==> src/rtl/mux_arbiter4.sv <==
// Round-robin arbiter sharing one 4-bit 4:1 mux among four requesters.
// One grant at a time; one beat per cycle is registered onto Out.

module mux4_1_4bit (
   input  logic [1:0] S,
   input  logic [3:0] InA,
   input  logic [3:0] InB,
   input  logic [3:0] InC,
   input  logic [3:0] InD,
   output logic [3:0] Y
);
   always_comb begin
      case (S)
         2'd0:    Y = InA;
         2'd1:    Y = InB;
         2'd2:    Y = InC;
         default: Y = InD;
      endcase
   end
endmodule

module mux_arbiter4 #(
   parameter int HOLD_MAX = 4
) (
   input  logic       clk,
   input  logic       rst,
   input  logic [3:0] Req,
   input  logic [3:0] Last,
   input  logic [3:0] InA,
   input  logic [3:0] InB,
   input  logic [3:0] InC,
   input  logic [3:0] InD,
   output logic [1:0] S,
   output logic [3:0] Gnt,
   output logic [3:0] Out,
   output logic       Valid,
   output logic       Busy
);
   typedef enum logic {IDLE, GRANT} state_t;

   localparam logic [3:0] LIM = 4'(HOLD_MAX - 1);

   state_t     r_state;
   logic [1:0] r_ptr;
   logic [3:0] r_cnt;
   logic [1:0] r_S;
   logic [3:0] r_Gnt;
   logic [3:0] r_Out;
   logic       r_Valid;

   logic [3:0] w_mux;
   logic [1:0] w_win;
   logic       w_beat;
   logic       w_done;

   mux4_1_4bit u_mux (
      .S   (r_S),
      .InA (InA),
      .InB (InB),
      .InC (InC),
      .InD (InD),
      .Y   (w_mux)
   );

   // Descending scan so the requester closest to ptr overrides later ones.
   always_comb begin
      w_win = r_ptr;
      for (int k = 3; k >= 0; k--) begin
         if (Req[r_ptr + 2'(k)]) w_win = r_ptr + 2'(k);
      end
   end

   assign w_beat = Req[r_S];
   assign w_done = Last[r_S] || (r_cnt == LIM);

   always_ff @(posedge clk or posedge rst) begin
      if (rst) begin
         r_state <= IDLE;
         r_ptr   <= 2'd0;
         r_cnt   <= 4'd0;
         r_S     <= 2'd0;
         r_Gnt   <= 4'd0;
         r_Out   <= 4'd0;
         r_Valid <= 1'b0;
      end else begin
         case (r_state)
            IDLE: begin
               r_Valid <= 1'b0;
               if (|Req) begin
                  r_Gnt   <= 4'b0001 << w_win;
                  r_S     <= w_win;
                  r_cnt   <= 4'd0;
                  r_state <= GRANT;
               end
            end
            GRANT: begin
               if (w_beat) begin
                  r_Out   <= w_mux;
                  r_Valid <= 1'b1;
                  r_cnt   <= r_cnt + 4'd1;
               end else begin
                  r_Valid <= 1'b0;
               end
               // Release on last beat, beat limit, or withdrawal.
               if (!w_beat || w_done) begin
                  r_ptr   <= r_S + 2'd1;
                  r_Gnt   <= 4'd0;
                  r_state <= IDLE;
               end
            end
            default: r_state <= IDLE;
         endcase
      end
   end

   assign S     = r_S;
   assign Gnt   = r_Gnt;
   assign Out   = r_Out;
   assign Valid = r_Valid;
   assign Busy  = |r_Gnt;
endmodule

==> config.mk <==
export PLATFORM = sky130hd
export DESIGN_NAME = mux_arbiter4
export DESIGN_NICKNAME = d
export VERILOG_FILES = /design/src/rtl/mux_arbiter4.sv
export SDC_FILE = /design/constraint.sdc
export NUM_CORES = 1
export LEC_CHECK = 0
export BUFFER_PORTS_ARGS = -buffer_cell sky130_fd_sc_hd__buf_2
export CAP_MARGIN = 15
export CORE_MARGIN = 4
export CORE_UTILIZATION = 49
export DETAILED_ROUTE_END_ITERATION = 7
export PLACE_DENSITY = 0.79
export SLEW_MARGIN = 40
export SYNTH_ARGS = -nofsm -noshare
export SYNTH_HDL_FRONTEND = slang
export SYNTH_SLANG_ARGS = --single-unit
==> constraint.sdc <==
create_clock -name clk -period 2.05 [get_ports clk]
set_clock_uncertainty 0.1 [all_clocks]
set_input_delay 0.41 -clock clk [delete_from_list [all_inputs] [get_ports clk]]
set_output_delay 0.41 -clock clk [all_outputs]
set_load 0.02 [all_outputs]
==> results.md <==
- Layout cell share with drive strength beyond 1: 0.382
- Endpoint class of the critical path: flop
- Comb power frac: 0.556
- Final period util: 0.929
- RSZ-0062 raised after global routing: no
- CTS tree: built
- Sequential fraction of the synthesis area: 0.415
- Worst path max stage delay: about 0.6 ns
- Row count: 16
- Critical path buffers and inverters: 0
- Nets: between 150 and 200
- Hold buffer count at CTS: 0
- Worst-case clock buffer depth: 2
- Synth Flop Type: dfrtp_1
- Synthesis-stage register bit count: 18
- DR vias/cell: a little under 6
- Leading area contributor after synthesis: dfrtp_1
- P_sw: 891 µW
- First-pass DRT Iterations: 4
- Cell variety after synth: 36
- Total grt overflow: 0
- Drt total wl: between 2000 and 2500 µm
- Avg WL per Cell: around 14 µm
- Clk slew on worst S/H paths: about 0.1 ns
- Fill count: between 150 and 200
- Total CTS buffers: 3
- PostCTS Resize Cnt: 0
- Buffers added on ports: 37
- Post-Syn Area: about 1100 µm²
- P_int: around 1.1 mW
- Final-report max-slew violation count: 0
- Initial antenna violation count: 0
- P&R area growth vs syn: 23.2%
- Initial Utilization: 0.532
- Synth area leaders: dfrtp_1 41%, ha_1 5.8%, nand2_1 3.8%, a222oi_1 3.7%, a32o_1 3.7%
- FFs w/ async S/R, synth: 1.00
- Seq pwr share: 0.334
- Cell family with most CP delay: flip-flops
- Post-synth EDFFs: 0
- Critical path's slowest cell: dfrtp_1
- Tot Pwr: 2.02 mW
- Final min period: between 1.5 and 2 ns
- Clock power frac: 0.110
- Final setup TNS: 0 ns
- Area of the multi-input gates: around 590 µm²
- Top Ports: 38
- Pwr dens: between 1500 and 2000 nW/µm²
- Synth Net Count: 135
- Worst hold-check path type: in -> async
- Antenna diodes: 0
- Placed wire-length estimate: roughly 2000 µm
- Total track usage: 0.184
- Startpoint Class: flop
- Crit path kind: reg -> reg
- Final setup viols: 0
- Vias in the first global route: 933
- Sequential Area: around 450 µm²
- Number of max-cap violations: 0
- VDD IR max: slightly below 0.9 mV
- CORE AREA: 2040 µm²
- Die X-Extent: 55.1 µm
- Run status: finished clean
- H-tree depth: 1
- Final hold vios: 0
- Sw Share: 0.442
- Most common library cells after synthesis: 18 x dfrtp_1, 11 x nand2_1, 9 x nor2_1
- Fmax: roughly 520 MHz
- P_leak: around 0.69 nW
- RD Place Congestion: about 0.84
- Most numerous cell in the Yosys netlist: dfrtp_1
- Clock Latency Late Sink: 0.30 ns
- Syn avg cell area: 10.4 µm²
- Crit-path max FO: 10
- Post-synthesis cell count: approximately 100
- Critical path required time: between 2 and 2.5 ns
- First-pass GRT wire length: between 4000 and 5000 µm
- Sink Count: 18
- Routed via count: 987
- Pin count of the biggest net entering global routing: 19
- Setup Buffers After CTS: 0
- Slew Limit Headroom: 0.549
- Crit-path cells: mux2i_1 > nand2_1 > o311ai_4 > mux2_4
- Share of the synthesized area in the top cell type: 0.415
- Die area: slightly above 3000 µm²
- Routed Antenna Nets: 0
- Clock root buffer: clkbuf_4
- Die H: approximately 55 µm
- Synth warn: 0
- Tightest Pin Transition: 0.676 ns
- CP arrival: around 2.0 ns
- Post-route DRC: 0
- Starting DRC count in detailed routing: 26
[cells in the final DEF, fill, tap and decap left out, drive strengths merged, types with 3 or more instances in the layout]
master	n
buf	40
dfrtp	18
nand2	12
nor2	9
o21ai	7
a21oi	5
ha	5
inv	4
a222oi	4
mux2i	4
nor2b	4
a32o	4
clkbuf	4
nand3	3
mux2	3
a21o	3
[layout make-up]
| class | instances | area share |
|---|---|---|
| tap | 27 | 0.0253 |
| sequential | 18 | 0.337 |
| timing repair buffer | 40 | 0.155 |
| multi-input combinational | 78 | 0.444 |
| inverter | 4 | 0.0112 |
| clock buffer | 4 | 0.0271 |
[layer usage]
metal / up-vias / wire (µm) / track usage
met5: - / 0 / 0
met4: 0 / 43 / 0.0729
met3: 5 / 229 / 0.0268
met2: 41 / 1130 / 0.319
met1: 465 / 1060 / 0.228
li1: 476 / - / -
[path summary, 6_finish.rpt]
path                         from        to  slack [ns]  depth (start not counted)
max                          S[0]  r_ptr[1]        0.14                          4
min                           rst     Valid        0.09                          2
max reg2reg                  S[0]  r_ptr[1]        0.14                          4
min reg2reg                Out[0]    Out[0]        0.39                          2
max in group asynchronous     rst    Out[1]        1.33                          2
min in group clk           InD[1]    Out[1]        0.31                          3
[registers in the layout, summed over array words and instances, names as in the netlist]
signal / count
S: 2
Valid: 1
Gnt: 4
r_cnt: 4
r_state: 1
r_ptr: 2
Out: 4
[metrics by stage]
stage                     instance area [µm²]  setup slack [ns]   util  std cells  hold slack, ns
after floorplan                          1090             0.197      -        104           0.249
after global placement                   1300             0.221  0.637        167           0.363
after detailed placement                 1300             0.156  0.637        167           0.376
after CTS                                1340             0.134  0.655        171          0.0987
after global routing                     1340           0.00850  0.655        171           0.129
final                                    1340             0.145  0.655        171          0.0917
[kinds of logic (layout without fill, tap and decap cells)]
kind of cell,after synthesis,in the layout,share of synthesized area
compound gates,33,33,0.244
buf+inv,8,48,0.0380
simple gates,32,32,0.150
fa+ha+maj,5,5,0.0576
mux,8,8,0.0956
flops,18,18,0.415
[power by group through the flow]
stage	registers, mW	logic, mW	clock network (mW)
3_5_place_dp	0.682	1.12	0
6_report	0.674	1.12	0.221
2_1_floorplan	0.752	0.741	0
4_1_cts	0.674	1.13	0.226
3_3_place_gp	0.670	1.09	0
5_1_grt	0.706	1.24	0.245
Power figures use the tool's default switching activity.
